<file path="src/rtl/sobel_magnitude_stage_pkg.sv">
// Shared definitions for the Sobel magnitude/direction stage.
//   GRAD_W  : width of the signed gradient inputs
//   TAN_LO  : tan(22.5 deg) * 256, lower sector boundary
//   TAN_HI  : tan(67.5 deg) * 256, upper sector boundary
//   CMP_W   : width of the sector comparison arithmetic
//   dir_t   : quantised gradient direction codes
//   abs_grad: absolute value of a signed gradient, -256 maps to 256
package sobel_magnitude_stage_pkg;

  localparam int GRAD_W = 9;
  localparam int TAN_LO = 106;
  localparam int TAN_HI = 618;
  localparam int CMP_W  = 18;

  typedef enum logic [1:0] {
    DIR_0   = 2'd0,
    DIR_45  = 2'd1,
    DIR_90  = 2'd2,
    DIR_135 = 2'd3
  } dir_t;

  // Result is unsigned, so the most negative input still has a valid magnitude.
  function automatic logic [GRAD_W-1:0] abs_grad(input logic signed [GRAD_W-1:0] g);
    logic [GRAD_W-1:0] u;
    u = g;
    return g[GRAD_W-1] ? ((~u) + GRAD_W'(1)) : u;
  endfunction

endpackage

</file>
<file path="src/rtl/sobel_dir_quant.sv">
// Combinational direction quantiser.
//   abs_x, abs_y : unsigned gradient magnitudes
//   signs_agree  : gradient components have the same sign
//   direction    : quantised angle (0, 45, 90, 135 degrees)
module sobel_dir_quant
  import sobel_magnitude_stage_pkg::*;
(
  input  logic [GRAD_W-1:0] abs_x,
  input  logic [GRAD_W-1:0] abs_y,
  input  logic              signs_agree,
  output dir_t              direction
);

  logic [CMP_W-1:0] y_scaled;
  logic [CMP_W-1:0] x_lo;
  logic [CMP_W-1:0] x_hi;
  logic             below_lo;
  logic             above_hi;
  logic             both_zero;

  // |Y|/|X| against tan(22.5) and tan(67.5) without division; 18 bits holds 256*618.
  assign y_scaled  = CMP_W'(abs_y) << 8;
  assign x_lo      = CMP_W'(abs_x) * CMP_W'(TAN_LO);
  assign x_hi      = CMP_W'(abs_x) * CMP_W'(TAN_HI);
  assign below_lo  = y_scaled < x_lo;
  assign above_hi  = y_scaled > x_hi;
  assign both_zero = (abs_x == '0) && (abs_y == '0);

  always_comb begin
    direction = DIR_45;
    if (both_zero) begin
      direction = DIR_0;
    end else if (below_lo) begin
      direction = DIR_0;
    end else if (above_hi) begin
      direction = DIR_90;
    end else if (signs_agree) begin
      direction = DIR_45;
    end else begin
      direction = DIR_135;
    end
  end

endmodule

</file>
<file path="src/rtl/sobel_magnitude_stage.sv">
// Three-stage Sobel magnitude/direction stage with per-frame edge counting.
//   clk, reset          : clock, asynchronous active-high reset
//   startEn, validIn    : a sample is accepted when both are high
//   sobelX, sobelY      : signed gradients
//   validOut            : output fields valid (3 cycles after acceptance)
//   magnitude           : saturated |X|+|Y|
//   direction           : quantised gradient angle
//   edgeFlag            : magnitude >= THRESHOLD
//   pixelIndex          : index of the current output pixel within the frame
//   frameDone           : pulse with the last pixel of a frame
//   edgeCount           : edge total of the last completed frame
module sobel_magnitude_stage
  import sobel_magnitude_stage_pkg::*;
#(
  parameter int NUMPIXELS = 2097152/2,
  parameter int PICW      = 24,
  parameter int THRESHOLD = 64
) (
  input  logic                     clk,
  input  logic                     reset,
  input  logic                     startEn,
  input  logic                     validIn,
  input  logic signed [GRAD_W-1:0] sobelX,
  input  logic signed [GRAD_W-1:0] sobelY,
  output logic                     validOut,
  output logic [7:0]               magnitude,
  output logic [1:0]               direction,
  output logic                     edgeFlag,
  output logic [PICW-1:0]          pixelIndex,
  output logic                     frameDone,
  output logic [PICW-1:0]          edgeCount
);

  localparam logic [PICW-1:0] LAST_PIX = PICW'(NUMPIXELS - 1);
  localparam logic [8:0]      THR      = 9'(THRESHOLD);

  logic              accept;

  logic              s1_valid;
  logic [GRAD_W-1:0] s1_abs_x;
  logic [GRAD_W-1:0] s1_abs_y;
  logic              s1_agree;

  logic              s2_valid;
  logic [GRAD_W:0]   s2_sum;
  dir_t              s2_dir;
  dir_t              q_dir;

  logic [7:0]        mag_sat;
  logic              edge_new;
  logic              last_pix;

  logic [PICW-1:0]   pix_cnt;
  logic [PICW-1:0]   edge_run;

  assign accept = validIn & startEn;

  sobel_dir_quant u_dir_quant (
    .abs_x       (s1_abs_x),
    .abs_y       (s1_abs_y),
    .signs_agree (s1_agree),
    .direction   (q_dir)
  );

  assign mag_sat  = (s2_sum > (GRAD_W+1)'(255)) ? 8'hFF : s2_sum[7:0];
  assign edge_new = {1'b0, mag_sat} >= THR;
  assign last_pix = pix_cnt == LAST_PIX;

  always_ff @(posedge clk or posedge reset) begin
    if (reset) begin
      s1_valid   <= 1'b0;
      s1_abs_x   <= '0;
      s1_abs_y   <= '0;
      s1_agree   <= 1'b0;
      s2_valid   <= 1'b0;
      s2_sum     <= '0;
      s2_dir     <= DIR_0;
      validOut   <= 1'b0;
      magnitude  <= '0;
      direction  <= '0;
      edgeFlag   <= 1'b0;
      pixelIndex <= '0;
      frameDone  <= 1'b0;
      edgeCount  <= '0;
      pix_cnt    <= '0;
      edge_run   <= '0;
    end else begin
      s1_valid <= accept;
      if (accept) begin
        s1_abs_x <= abs_grad(sobelX);
        s1_abs_y <= abs_grad(sobelY);
        s1_agree <= sobelX[GRAD_W-1] == sobelY[GRAD_W-1];
      end

      s2_valid <= s1_valid;
      if (s1_valid) begin
        s2_sum <= {1'b0, s1_abs_x} + {1'b0, s1_abs_y};
        s2_dir <= q_dir;
      end

      validOut  <= s2_valid;
      frameDone <= s2_valid & last_pix;
      if (s2_valid) begin
        magnitude  <= mag_sat;
        direction  <= s2_dir;
        edgeFlag   <= edge_new;
        pixelIndex <= pix_cnt;
        if (last_pix) begin
          pix_cnt   <= '0;
          // The last pixel's own edge is folded into the reported total.
          edgeCount <= edge_run + PICW'(edge_new);
          edge_run  <= '0;
        end else begin
          pix_cnt  <= pix_cnt + PICW'(1);
          edge_run <= edge_run + PICW'(edge_new);
        end
      end
    end
  end

endmodule
</file>
<file path="config.mk">
export PLATFORM = sky130hd
export DESIGN_NAME = sobel_magnitude_stage
export DESIGN_NICKNAME = d
export VERILOG_FILES = /design/src/rtl/sobel_magnitude_stage_pkg.sv /design/src/rtl/sobel_dir_quant.sv /design/src/rtl/sobel_magnitude_stage.sv
export SDC_FILE = /design/constraint.sdc
export NUM_CORES = 1
export LEC_CHECK = 0
export BUFFER_PORTS_ARGS = -buffer_cell sky130_fd_sc_hd__buf_2
export CAP_MARGIN = 20
export CORE_ASPECT_RATIO = 1.5
export CORE_MARGIN = 2
export CORE_UTILIZATION = 62
export CTS_CLUSTER_DIAMETER = 200
export CTS_CLUSTER_SIZE = 25
export DETAILED_ROUTE_END_ITERATION = 8
export PLACE_DENSITY = 0.82
export SLEW_MARGIN = 0
export SYNTH_ARGS = -nofsm -noshare
export SYNTH_HDL_FRONTEND = slang
export SYNTH_SLANG_ARGS = --single-unit
export TNS_END_PERCENT = 1
</file>
<file path="constraint.sdc">
create_clock -name clk -period 12 [get_ports clk]
set_clock_uncertainty 0.1 [all_clocks]
set_input_delay 2.4 -clock clk [delete_from_list [all_inputs] [get_ports clk]]
set_output_delay 2.4 -clock clk [all_outputs]
set_load 0.02 [all_outputs]
</file>
# Word level (Yosys, flattened, before mapping)
# Cells that the tools add are included.
# totals
ff_bits,142
out_inout_bits,61
word_cells,46
# op_classes
n_addsub,5
multipliers,2
n_lt_le_gt_ge,4
eq_ne,2
mux,9
n_bitwise,4
reduce_logical,4
# ops
operator,count
24-bit 2-to-1 mux,2
24-bit by 1-bit adder with 24-bit output,1
"24-bit by 1-bit adder with 24-bit output, second input constant",1
"24-bit by 20-bit equality test with 1-bit output, second input constant",1
"9-bit by 1-bit adder with 9-bit output, second input constant",2
17-bit by 18-bit > comparator with 1-bit output,1
9-bit zero test,2
9-bit 2-to-1 mux,2
9-bit inverter,2
17-bit by 16-bit < comparator with 1-bit output,1
"9-bit by 9-bit multiplier with 17-bit output, second input constant",1
"9-bit by 6-bit multiplier with 15-bit output, second input constant",1
9-bit by 9-bit adder with 10-bit output,1
"10-bit by 8-bit > comparator with 1-bit output, second input constant",1
"8-bit by 7-bit >= comparator with 1-bit output, second input constant",1
2-bit 2-to-1 mux,4
8-bit 2-to-1 mux,1
1-bit AND,2
2-bit AND reduction,1
1-bit equality test,1
1-bit logical AND,1

# Longest topological paths before layout
# Gate-level depths: netlist of the first run.
# logic_depth
word_depth,5
ltp_mapped,21
depth_no_buf,21

# Cells and area by module
# A second synthesis of the first run with hierarchy kept.
# hier_totals
cells_unflattened,993
area_unflattened_um2,9791.9
# by_module_without_submodules
module,instances,cells_each,area_per_inst_um2
sobel_magnitude_stage,1,666,6949.2
sobel_dir_quant,1,327,2842.7

# Worst setup path before layout of the first run
# OpenSTA, ideal clock, no wires.
# synth_path
path_type,register -> register
startpoint,register s1_abs_x[4]
endpoint,register s2_dir[1]
setup_ps,126
arrival_time_ps,5242
slack_ps,6532
path_stages_with_launch,21
n_path_buf,0
period_less_slack_ps,5468
cell_sequence,dfrtp_1 -> ha_1 -> fa_1 -> ha_1 -> inv_1 -> fa_1 -> inv_1 -> fa_1 -> a21o_1 -> a21oi_1 -> o21ai_0 -> o41a_1 -> nor4b_1 -> a211oi_1 -> ha_1 -> a2111oi_0 -> o21ai_0 -> a311oi_1 -> a211oi_1 -> and3b_1 -> a221o_1
# synth_between
elab_chain_len,5
elab_cells_between_ends,9
classes_between,2 x mul; 2 x order compare; 3 x mux; 2 x reduce/logical
# synth_rtl
element,line,rtl
start: declaration,sobel_magnitude_stage.sv:40,logic [GRAD_W-1:0] s1_abs_x;
start signal: assignment,sobel_magnitude_stage.sv:90,s1_abs_x <= abs_grad(sobelX);
9-bit by 9-bit multiplier with 17-bit output,sobel_dir_quant.sv:24,assign x_hi = CMP_W'(abs_x) * CMP_W'(TAN_HI);
17-bit by 18-bit > comparator with 1-bit output,sobel_dir_quant.sv:26,assign above_hi = y_scaled > x_hi;
2-bit 2-to-1 mux,sobel_dir_quant.sv:35,end else if (above_hi) begin
2-bit 2-to-1 mux,sobel_dir_quant.sv:33,end else if (below_lo) begin
2-bit 2-to-1 mux (*),sobel_dir_quant.sv:31,if (both_zero) begin
end signal: assignment,sobel_magnitude_stage.sv:98,s2_dir <= q_dir;
end: declaration,sobel_magnitude_stage.sv:46,dir_t s2_dir;
# Mark *: on every way between the ends. The rest lies on a longest branch, timed or not.
# A chain may end at the register's enable or synchronous reset.

# Worst setup path in the final report of the first run
# Same ends and word-level chain as after synthesis.

==> results of run 1 <==
[cells in the final DEF, fill, tap and decap left out, types with 4 or more instances in the layout]
cell type / netlist / layout
a211oi_1: 5 / 5
a21o_1: 14 / 14
a21oi_1: 20 / 20
and3_1: 17 / 17
and4_1: 5 / 5
buf_2: 8 / 82
buf_4: 5 / 5
clkbuf_16: 0 / 17
dfrtp_1: 142 / 141
fa_1: 29 / 29
ha_1: 102 / 102
inv_1: 85 / 84
inv_6: 0 / 7
mux2_2: 32 / 32
mux2i_1: 4 / 4
nand2_1: 108 / 108
nand2b_1: 4 / 4
nand3_1: 21 / 21
nand4_1: 13 / 13
nor2_1: 44 / 44
nor2b_1: 4 / 4
nor3_1: 20 / 20
nor4_1: 8 / 8
o211ai_1: 4 / 4
o21a_1: 9 / 9
o21ai_0: 75 / 75
o21ai_1: 4 / 4
o22a_1: 8 / 8
o2bb2ai_1: 4 / 4
o31ai_1: 10 / 10
or3_1: 7 / 7
or4_1: 4 / 4
xnor2_1: 37 / 37
xor2_1: 39 / 39
[state kept, by name, summed over array words and instances, names as in the netlist, 2 cells and up]
name	cells
direction	2
edgeCount	24
edge_run	24
magnitude	8
pix_cnt	24
pixelIndex	24
s1_abs_x	9
s1_abs_y	9
s2_dir	2
s2_sum	10
[path summary, 6_finish.rpt]
kind                               startpoint       endpoint  slack [ps]  cells after the start
worst max register to register    s1_abs_x[4]      s2_dir[1]        5950                     20
worst max-delay path              s1_abs_x[4]      s2_dir[1]        5950                     20
max in group asynchronous               reset       s2_valid        8720                      4
min in group asynchronous               reset   direction[1]        1940                      2
worst min register to register  edgeCount[23]  edgeCount[23]         370                      2
worst min-delay path            edgeCount[23]  edgeCount[23]         370                      2
[critical path, delay by kind of cell, from the launching register on]
kind                       cells  cell delay [ps]
and+or+nand+nor                2              550
AOI/OAI and AO/OA             10             2310
adders and majority gates      6             2350
DFF                            1              500
buffers and inverters          2              120
[kinds of logic after synthesis]
family	count (synthesis)	share of synthesized area [%]
flops	142	37.5
fa+ha+maj	131	19.6
mux	36	4.22
compound gates	177	12.0
buf+inv	120	5.13
simple gates	273	14.5
xor+xnor	76	7.02
[metrics by stage]
| stage | setup slack (ps) | total power, mW | hold WS [ps] |
|---|---|---|---|
| after global routing | 5760 | 2.37 | 394 |
| after global placement | 6190 | 1.61 | 356 |
| after floorplan | 5690 | 1.37 | 252 |
| final | 5950 | 2.20 | 370 |
| after CTS | 6080 | 2.20 | 375 |
| after detailed placement | 6090 | 1.64 | 360 |
[layout make-up]
type / instances / share of cell area [%]
clock inverter: 14 / 1.60
multi-input combinational: 693 / 51.1
tap: 199 / 2.33
sequential: 142 / 33.3
clock buffer: 18 / 4.12
timing repair buffer: 88 / 4.46
inverter: 86 / 3.07
[power groups by stage]
stage                     clock, mW  combinational [mW]  sequential [mW]
after global routing          0.573                1.18            0.621
final                         0.546                1.04            0.613
after CTS                     0.551                1.03            0.611
after floorplan                   0               0.758            0.615
after detailed placement          0                1.02            0.620
after global placement            0               0.997            0.617
[metal layers]
layer,track usage [%],part of all wire [%],wire (um),vias up
met1,30.5,37,7880,3561
met5,0,0,0,-
met3,4.61,4.6,994,59
li1,-,-,-,3460
met2,50.6,54,11600,235
met4,14.4,4.6,992,0
==> results by group, run 1 <==
Final layout
  • Core Util, Final: 71.1%
  • Share of layout cells above drive strength 1: approximately 16%
  • FF/Latch Area: roughly 0.0036 sq mm
  • Multi-input logic area: between 0.005 and 0.006 sq mm
  • Post-Layout Inst Area: 0.0107 sq mm
  • Diode count: 0
  • Synthesis-to-finish area growth: 12.5%
  • Final net count: 1181
  • Final cell count without fillers: about 1200
  • FILL cells: between 1000 and 1500

Yosys
  • Synth Flop Type: dfrtp_1
  • Post-synth ARST share: 100%
  • Synth area leaders: dfrtp_1 37%, ha_1 13%, fa_1 6.1%, nand2_1 4.3%, o21ai_0 4.0%
  • Synthesized instance count: approximately 960
  • Synth Cell Area: ~0.0095 sq mm
  • Yosys top cell area share: a little under two fifths
  • Post-synth top cells: 142 x dfrtp_1, 108 x nand2_1, 102 x ha_1, 85 x inv_1, 75 x o21ai_0
  • Yosys warns: 0
  • Most frequent cell after synthesis: dfrtp_1
  • Seq/Total Area, Yosys: a little under two fifths
  • Mapped Nets: around 1100
  • #FFs+latches synth: ~140
  • Post-synth EDFFs: 0
  • Syn Area/Cell: just under 10 sq um
  • Number of distinct library cells after synthesis: between 60 and 70
  • Dominant cell type by area after synthesis: dfrtp_1

Routing
  • Drt wl/cell: around 17 um
  • Post-DRT Antenna Nets: 0
  • DRC viols: 0
  • Total number of vias: approximately 7300
  • Final WL: ~22000 um
  • Initial DRC Count: around 350
  • First drt pass iteration count: 5
  • Via/cell ratio: between 5 and 6

Die
  • Cell Rows: 55
  • Die area: about 0.016 sq mm
  • Die X: 105 um
  • IO Pins: 83
  • Initial Util: a little over three fifths
  • Core box area: ~0.015 sq mm
  • Die Y: 155 um

Clock tree
  • Clk sink count: ~140
  • Post-CTS Resized: 0
  • Reg clk slew, reported paths: around 70 ps
  • CTS root buf: clkbuf_16
  • Clk buf depth: 2
  • Post-CTS setup buffers: 0
  • Htree depth: 4
  • Worst-Skew Late Latency: 430 ps
  • CTS tree: done
  • Hold buffers post-CTS: 0
  • CTS Buf Count: 17

STA
  • Minimum clock period: 6050 ps
  • Setup TNS: 0 ps
  • Max-slew violations: 0
  • Final worst-path cycle share: 50.4%
  • Slew @ Worst Pin: 876 ps
  • Endpoints failing hold: 0
  • Max Clk Rate: 165 MHz
  • Final setup fails: 0
  • RSZ-0062 raised after global routing: no
  • Relative slew slack: about two fifths

GRT
  • Largest net degree at the start of global routing: 84
  • Vias in the first global route: 7259
  • Gr usage total: between 20% and 30%
  • Antenna violations before repair: 0
  • Global-route wire length before repair: 35400 um
  • GRT Residual Overflow: 0

Power
  • Pint: between 1 and 1.5 mW
  • Net Switching: 894 uW
  • Combinational share of power: around 47%
  • Peak supply drop: ~0.15 mV
  • Sequential Power Share: around 28%
  • Pwr Density: between 200 and 250 mW/mm^2
  • Clock power frac: 24.8%
  • P_leak: ~5.3 nW
  • Sw Ratio: 40.6%

Setup path
  • Crit-path slowest cell: fa_1
  • CP required: 12220 ps
  • Critical path arrival: between 6000 and 7000 ps
  • Crit path kind: flop to flop
  • Crit-path max FO: 8
  • CP Capture Type: flop
  • Critical Path Start Type: flop
  • CP max stage delay: about 530 ps
  • Worst-path cell chain: ha_1 > fa_1 > ha_1 > inv_1 > fa_1 > inv_1 > fa_1 > a21o_1 > a21oi_1 > o21ai_0 > o41a_1 > nor4b_1 > a211oi_1 > ha_1 > a2111oi_0 > o21ai_0 > a311oi_1 > a211oi_1 > and3b_1 > a221o_1

Placed design
  • Post-DP HPWL: between 15000 and 20000 um
  • Placed cell area: 0.0100 sq mm
  • Placed Cells: about 1200
  • GP Congestion: ~0.98
  • Buffers on Ports: 82

Min path
  • Hold crit path type: flop to flop

Job
  • Number of max-cap violations: 0

Outcome
  • Status: finished, final reports clean
(Power assumes the default switching activity.)
==> inputs of run 2 (changes only) <==
--- a/config.mk
+++ b/config.mk
@@ -5,15 +5,16 @@
 export SDC_FILE = /design/constraint.sdc
 export NUM_CORES = 1
 export LEC_CHECK = 0
+export ABC_AREA = 1
 export BUFFER_PORTS_ARGS = -buffer_cell sky130_fd_sc_hd__buf_2
 export CAP_MARGIN = 20
 export CORE_ASPECT_RATIO = 1.5
 export CORE_MARGIN = 2
-export CORE_UTILIZATION = 62
+export CORE_UTILIZATION = 61
 export CTS_CLUSTER_DIAMETER = 200
 export CTS_CLUSTER_SIZE = 25
 export DETAILED_ROUTE_END_ITERATION = 8
-export PLACE_DENSITY = 0.82
+export PLACE_DENSITY = 0.81
 export SLEW_MARGIN = 0
 export SYNTH_ARGS = -nofsm -noshare
 export SYNTH_HDL_FRONTEND = slang
==> constraint.sdc (replaced) <==
create_clock -name clk -period 6.05 [get_ports clk]
set_clock_uncertainty 0.1 [all_clocks]
set_input_delay 1.21 -clock clk [delete_from_list [all_inputs] [get_ports clk]]
set_output_delay 1.21 -clock clk [all_outputs]
set_load 0.02 [all_outputs]
==> results by group, run 2 <==
Final layout
  • Post-Layout Inst Area: 0.0109 sq mm (+2.1%)
  • Commonest cells after routing, fill and taps aside: 289 x nand2_1, 183 x inv_1, 141 x dfrtp_1
  • Core Util, Final: 69.7% (-1.4 points)
  • Synthesis-to-finish area growth: 12.0%
  • Final net count: 1407 (+19%)
  • Commonest non-fill, non-tap cell in the layout: nand2_1
  • Share of layout cells above drive strength 1: 11.8% (-4.3 points)
  • Final cell count without fillers: 1470 (+19%)
  • Diode count: 0 (unchanged)

Yosys
  • Number of distinct library cells after synthesis: 44 (-32%)
  • Post-synth top cells: 289 x nand2_1, 184 x inv_1, 142 x dfrtp_1, 102 x ha_1, 69 x nor2_1
  • Mapped Nets: 1327 (+20%)
  • Combinational family with the most area after synthesis: simple AND/OR/NAND/NOR gates
  • Simple-gate share of the synthesized area: 22.1% (+7.5 points)
  • Post-synth EDFFs: 0 (unchanged)
  • Synth Area in Compound Gates: 7.88% (-4.1 points)
  • Post-synth ARST share: 100% (unchanged)
  • Post-synthesis adder-cell area fraction: 19.1% (-0.48 points)
  • Yosys warns: 0 (unchanged)
  • Seq/Total Area, Yosys: 36.6% (-0.92 points)
  • #FFs+latches synth: 142 (unchanged)
  • Synth area leaders: dfrtp_1 37%, ha_1 13%, nand2_1 11%, inv_1 7.1%, fa_1 6.0%
  • Synth Flop Type: dfrtp_1
  • Synthesized instance count: 1174 (+23%)
  • Syn Area/Cell: 8.28 sq um (-17%)
  • Synth Cell Area: 0.00972 sq mm (+2.5%)
  • Most frequent cell after synthesis: nand2_1
  • Dominant cell type by area after synthesis: dfrtp_1
  • Yosys top cell area share: 36.6% (-0.92 points)
  • Post-Synth XOR/XNOR Area: 6.13% (-0.89 points)
  • Post-synthesis mux area share: 0% (-4.2 points)

GRT
  • Antenna violations before repair: 0 (unchanged)
  • Global-route wire length before repair: 36800 um (+3.9%)
  • Gr usage total: 27.7% (+0.10 points)
  • GRT Residual Overflow: 0 (unchanged)
  • Largest net degree at the start of global routing: 107 (+27%)
  • Vias in the first global route: 7968 (+9.8%)

Power
  • Sw Ratio: 42.1% (+1.5 points)
  • Pint: 2.53 mW (+94%)
  • Total power: 4.37 mW (+99%)
  • Net Switching: 1.84 mW (+110%)
  • Pwr Density: 401 mW/mm^2 (+95%)
  • Peak supply drop: 0.226 mV (+49%)
  • Sequential Power Share: 26.9% (-1.0 points)
  • Combinational share of power: 49.1% (+1.8 points)
  • Clock power frac: 24.0% (-0.8 points)
  • P_leak: 5.84 nW (+9.3%)

Min path
  • Hold crit path type: flop to flop

Die
  • Die Y: 159 um (+2.0%)
  • Core box area: 0.0156 sq mm (+4.2%)
  • Cell Rows: 56 (+1.8%)
  • Die X: 107 um (+2.0%)
  • IO Pins: 83 (unchanged)
  • Initial Util: 62.2% (-1.0 points)
  • Die area: 0.0170 sq mm (+4.1%)

Routing
  • First drt pass iteration count: 5 (unchanged)
  • Initial DRC Count: 339 (-2.3%)
  • Post-DRT Antenna Nets: 0 (unchanged)
  • Final WL: 22800 um (+5.9%)
  • DRC viols: 0 (unchanged)
  • Drt wl/cell: 15.5 um (-11%)
  • Total number of vias: 8044 (+10%)
  • Via/cell ratio: 5.47 (-7.2%)

Setup path
  • Crit-path max FO: 7 (-1)
  • CP required: 6270 ps (-5950 ps)
  • Crit path kind: flop to flop
  • Most frequent CP cell: nand2_1
  • Crit-path slowest cell: fa_1
  • Critical Path Start Type: flop
  • CP Capture Type: flop
  • CP max stage delay: 550 ps (+20 ps)
  • Critical path arrival: 4940 ps (-1330 ps)

Outcome
  • Status: finished, final reports clean

Placed design
  • GP Congestion: 0.968 (-0.96%)
  • Post-DP HPWL: 16900 um (+5.8%)
  • Pre-CTS setup slack: 1360 ps (-4730 ps)
  • Buffers on Ports: 82 (unchanged)
  • Placed cell area: 0.0103 sq mm (+2.8%)
  • Placed Cells: 1438 (+19%)

STA
  • Relative slew slack: 38.3% (-3.1 points)
  • Endpoints failing hold: 0 (unchanged)
  • Setup TNS: 0 ps (unchanged)
  • Final worst-path cycle share: 78.0% (+28 points)
  • Hold_ws: 366 ps (-4.33 ps)
  • Slew @ Worst Pin: 926 ps (+50.0 ps)
  • RSZ-0062 raised after global routing: no
  • Final setup fails: 0 (unchanged)
  • Max Clk Rate: 212 MHz (+28%)
  • Minimum clock period: 4720 ps (-1330 ps)
  • Max-slew violations: 0 (unchanged)
  • Final WS setup: 1330 ps (-4620 ps)

Clock tree
  • Clk sink count: 142 (unchanged)
  • CTS tree: done
  • Reg clk slew, reported paths: 60 ps (about the same)
  • Htree depth: 4 (unchanged)
  • CTS root buf: clkbuf_16
  • Post-CTS Resized: 0 (unchanged)
  • CTS Buf Count: 17 (unchanged)
  • Post-CTS setup buffers: 0 (unchanged)
  • Hold buffers post-CTS: 0 (unchanged)
  • Worst-Skew Late Latency: 430 ps (about the same)
  • Clk buf depth: 2 (unchanged)

Job
  • Number of max-cap violations: 0 (unchanged)
run 2: cell count changes after synthesis, moves of 15 or more:
| cell | before | now |
|---|---|---|
| nand3_1 | 21 | 43 |
| and3_1 | 17 | 0 |
| xor2_1 | 39 | 54 |
| nor2_1 | 44 | 69 |
| inv_1 | 85 | 184 |
| o21ai_0 | 75 | 52 |
| a21oi_1 | 20 | 43 |
| nand2_1 | 108 | 289 |
| mux2_2 | 32 | 0 |
| xnor2_1 | 37 | 14 |
run 2: metal layers:
metal / share of wire [%] / vias to the layer above / GRT usage, %
met3: 3.6 / 66 / 4.42
li1: - / 3929 / -
met5: 0 / - / 0
met4: 4.1 / 0 / 13.4
met2: 55 / 196 / 53.2
met1: 37 / 3853 / 28.9
run 2: worst paths after layout:
kind	startpoint	end	slack, ps	cells past startpoint
setup / recovery	s1_abs_x[7]	s2_dir[1]	1330	29
hold / removal	pixelIndex[6]	pixelIndex[6]	370	2
setup reg to reg	s1_abs_x[7]	s2_dir[1]	1330	29
hold reg to reg	pixelIndex[6]	pixelIndex[6]	370	2
max in group asynchronous	reset	pix_cnt[13]	3900	3
min in group asynchronous	reset	edge_run[15]	880	2
run 2: cells by family after synthesis:
group | after synthesis
buffers and inverters | 210
adders and majority gates | 131
xor gates and xnor gates | 68
AOI/OAI and AO/OA | 140
DFF | 142
and+or+nand+nor | 483
run 2: power groups by stage:
stage,logic (mW),registers [mW],clock network [mW]
3_3_place_gp,2.07,1.18,0
2_1_floorplan,1.64,1.18,0
3_5_place_dp,2.12,1.19,0
4_1_cts,2.17,1.17,1.05
6_report,2.15,1.18,1.05
5_1_grt,2.53,1.18,1.09
run 2: critical path: cells and delay by family (launching register included):
family | cells | cell delay, ps
flops | 1 | 510
simple gates | 16 | 960
xor+xnor | 1 | 170
buf+inv | 5 | 340
compound gates | 1 | 200
fa+ha+maj | 6 | 2310
run 2: final cells by class:
type / count / area [sq um]
multi-input combinational: 822 / 5360
fill: 1273 / 4740
sequential: 142 / 3550
inverter: 186 / 703
clock buffer: 20 / 447
timing repair buffer: 85 / 433
tap: 203 / 254
clock inverter: 12 / 134
==> inputs of run 3 (changes only) <==
--- a/config.mk
+++ b/config.mk
@@ -10,11 +10,11 @@
 export CAP_MARGIN = 20
 export CORE_ASPECT_RATIO = 1.5
 export CORE_MARGIN = 2
-export CORE_UTILIZATION = 61
+export CORE_UTILIZATION = 55
 export CTS_CLUSTER_DIAMETER = 200
 export CTS_CLUSTER_SIZE = 25
 export DETAILED_ROUTE_END_ITERATION = 8
-export PLACE_DENSITY = 0.81
+export PLACE_DENSITY = 0.77
 export SLEW_MARGIN = 0
 export SYNTH_ARGS = -nofsm -noshare
 export SYNTH_HDL_FRONTEND = slang
==> constraint.sdc (replaced) <==
create_clock -name clk -period 3.8 [get_ports clk]
set_clock_uncertainty 0.1 [all_clocks]
set_input_delay 0.76 -clock clk [delete_from_list [all_inputs] [get_ports clk]]
set_output_delay 0.76 -clock clk [all_outputs]
set_load 0.02 [all_outputs]
==> results by group, run 3 (same netlist as run 2, synthesis figures left out) <==
Placed design
  • Post-DP HPWL: 17700 um (+4.9%)
  • Pre-CTS setup slack: -754 ps (-2110 ps)
  • Buffers on Ports: 82 (unchanged)
  • Placed cell area: 0.0109 sq mm (+5.4%)
  • GP Congestion: 0.938 (-3.0%)

GRT
  • Vias in the first global route: 8539 (+7.2%)
  • Largest net degree at the start of global routing: 61 (-43%)
  • Antenna violations before repair: 0 (unchanged)
  • Global-route wire length before repair: 39000 um (+6.0%)
  • Gr usage total: 25.8% (-1.9 points)
  • GRT Residual Overflow: 0 (unchanged)

Setup path
  • CP Capture Type: flop
  • Most frequent CP cell: nand2_1
  • RR Endpoint: s2_dir[1]
  • Critical path arrival: 4600 ps (-340 ps)
  • CP max stage delay: 550 ps (about the same)
  • Crit-path max FO: 5 (-2)
  • Reg2reg start: s1_abs_x[4]
  • R2r worst-path depth: 27 (-6.9%)
  • Crit-path slowest cell: fa_1
  • CP required: 4010 ps (-2260 ps)
  • Reg2reg setup slack: -590 ps (-1920 ps)
  • Critical Path Start Type: flop
  • Crit path max-delay family: adder cells
  • Worst Path Buf+Inv: 4 (-1)
  • Crit path kind: flop to flop

Power
  • Peak supply drop: 0.797 mV (+250%)
  • Pwr Density: 705 mW/mm^2 (+76%)
  • P_leak: 6.24 nW (+6.7%)

Final layout
  • Post-Layout Inst Area: 0.0119 sq mm (+9.0%)
  • Commonest cells after routing, fill and taps aside: 282 x nand2_1, 178 x inv_1, 136 x dfrtp_1
  • Share of layout cells above drive strength 1: 20.7% (+9.0 points)
  • Diode count: 0 (unchanged)
  • FILL cells: 1305 (+2.5%)
  • Commonest non-fill, non-tap cell in the layout: nand2_1
  • Synthesis-to-finish area growth: 22.1%
  • Final net count: 1480 (+5.2%)

Clock tree
  • Reg clk slew, reported paths: 60 ps (about the same)
  • Hold buffers post-CTS: 0 (unchanged)
  • Worst-Skew Late Latency: 430 ps (about the same)
  • Htree depth: 4 (unchanged)
  • CTS tree: done
  • CTS root buf: clkbuf_16
  • Clk sink count: 142 (unchanged)
  • CTS Buf Count: 17 (unchanged)
  • Clk buf depth: 2 (unchanged)

STA
  • Max Clk Rate: 228 MHz (+7.6%)
  • Hold_ws: 367 ps (+0.788 ps)
  • Final setup fails: 2 (+2)
  • Max-slew violations: 0 (unchanged)
  • Minimum clock period: 4390 ps (-332 ps)
  • Final worst-path cycle share: 115% (+37 points)
  • Relative slew slack: 43.1% (+4.8 points)
  • Slew @ Worst Pin: 852 ps (-74.4 ps)
  • Endpoints failing hold: 0 (unchanged)
  • RSZ-0062 raised after global routing: yes
  • Final WS setup: -589 ps (-1920 ps)

Job
  • Number of max-cap violations: 0 (unchanged)

Die
  • Die area: 0.0188 sq mm (+11%)
  • Initial Util: 56.0% (-6.2 points)
  • Cell Rows: 59 (+5.4%)
  • Core box area: 0.0173 sq mm (+11%)
  • Die X: 113 um (+5.1%)
  • IO Pins: 83 (unchanged)
  • Die Y: 167 um (+5.2%)

Min path
  • Min-delay src: pixelIndex[0]
  • Hold crit path type: flop to flop
  • Hold endpoint: pixelIndex[0]
  • Worst Hold Depth: 2 (unchanged)

Routing
  • DRC viols: 0 (unchanged)
  • First drt pass iteration count: 5 (unchanged)
  • Final WL: 23900 um (+4.7%)
  • Total number of vias: 8308 (+3.3%)
  • Initial DRC Count: 522 (+54%)
  • Via/cell ratio: 5.35 (-2.2%)
  • Post-DRT Antenna Nets: 0 (unchanged)
  • Drt wl/cell: 15.4 um (-0.85%)

Outcome
  • Failing checks: negative setup slack
  • Status: finished, violations left
run 3: changes by cell type in the layout (fill, tap and decap cells not counted), sizes merged:
cell / change
bufinv: +2
inv: -3
buf: +73
clkinv: +2
clkinvlp: -1
run 3: metal layers:
metal	GRT usage (%)	part of all wire (%)	up-vias	wire length (um)
met5	0	0	-	0
met3	3.86	3.9	85	925
met2	48.9	54	212	12800
li1	-	-	4077	-
met1	27.0	37	3934	8890
met4	13.4	5.1	0	1230
run 3: what timing repair did:
item	4_1_cts	5_1_grt
resized for setup	60	8
buffers inserted	4	0
hold endpoints to repair	0	0
endpoints found under the setup margin	2	2
pin swaps	26	9
run 3: layout make-up:
| type | count | area [sq um] | area share [%] |
|---|---|---|---|
| Multi-Input combinational cell | 822 | 5670 | 47.8 |
| Sequential cell | 142 | 3560 | 30.0 |
| Timing Repair Buffer | 158 | 1030 | 8.67 |
| Inverter | 186 | 702 | 5.92 |
| Clock buffer | 20 | 457 | 3.85 |
| Tap cell | 213 | 267 | 2.25 |
| Clock inverter | 12 | 183 | 1.54 |
run 3: worst max path at each step:
stage                startpoint        end  depth (start not counted)
floorplan           s1_abs_x[3]  s2_dir[1]                         28
global route        s1_abs_x[6]  s2_dir[1]                         26
detailed placement  s1_abs_x[5]  s2_dir[1]                         26
finish              s1_abs_x[4]  s2_dir[1]                         27
global placement    s1_abs_x[5]  s2_dir[1]                         26
CTS                 s1_abs_x[6]  s2_dir[1]                         28
run 3: where the power goes:
group	leakage, nW	switching (mW)	internal, mW
sequential	1.87	0.183	1.68
clock	0.315	0.659	1.14
combinational	4.05	2.55	2.15
run 3: per-stage QoR:
step	TNS, ps	instances	power, mW	utilization (%)
after global routing	-1650	1553	9.01	68.4
after global placement	-1230	1517	5.77	62.6
after floorplan	-947	1174	4.49	-
after detailed placement	-1420	1517	5.88	62.6
final	-1120	1553	8.37	68.4
after CTS	-955	1553	8.16	68.2
run 3: worst min-delay path, stage by stage, from the launching register on:
cell and delay (ps):
dfrtp_1 340, nand2_1 50, nand2_1 40
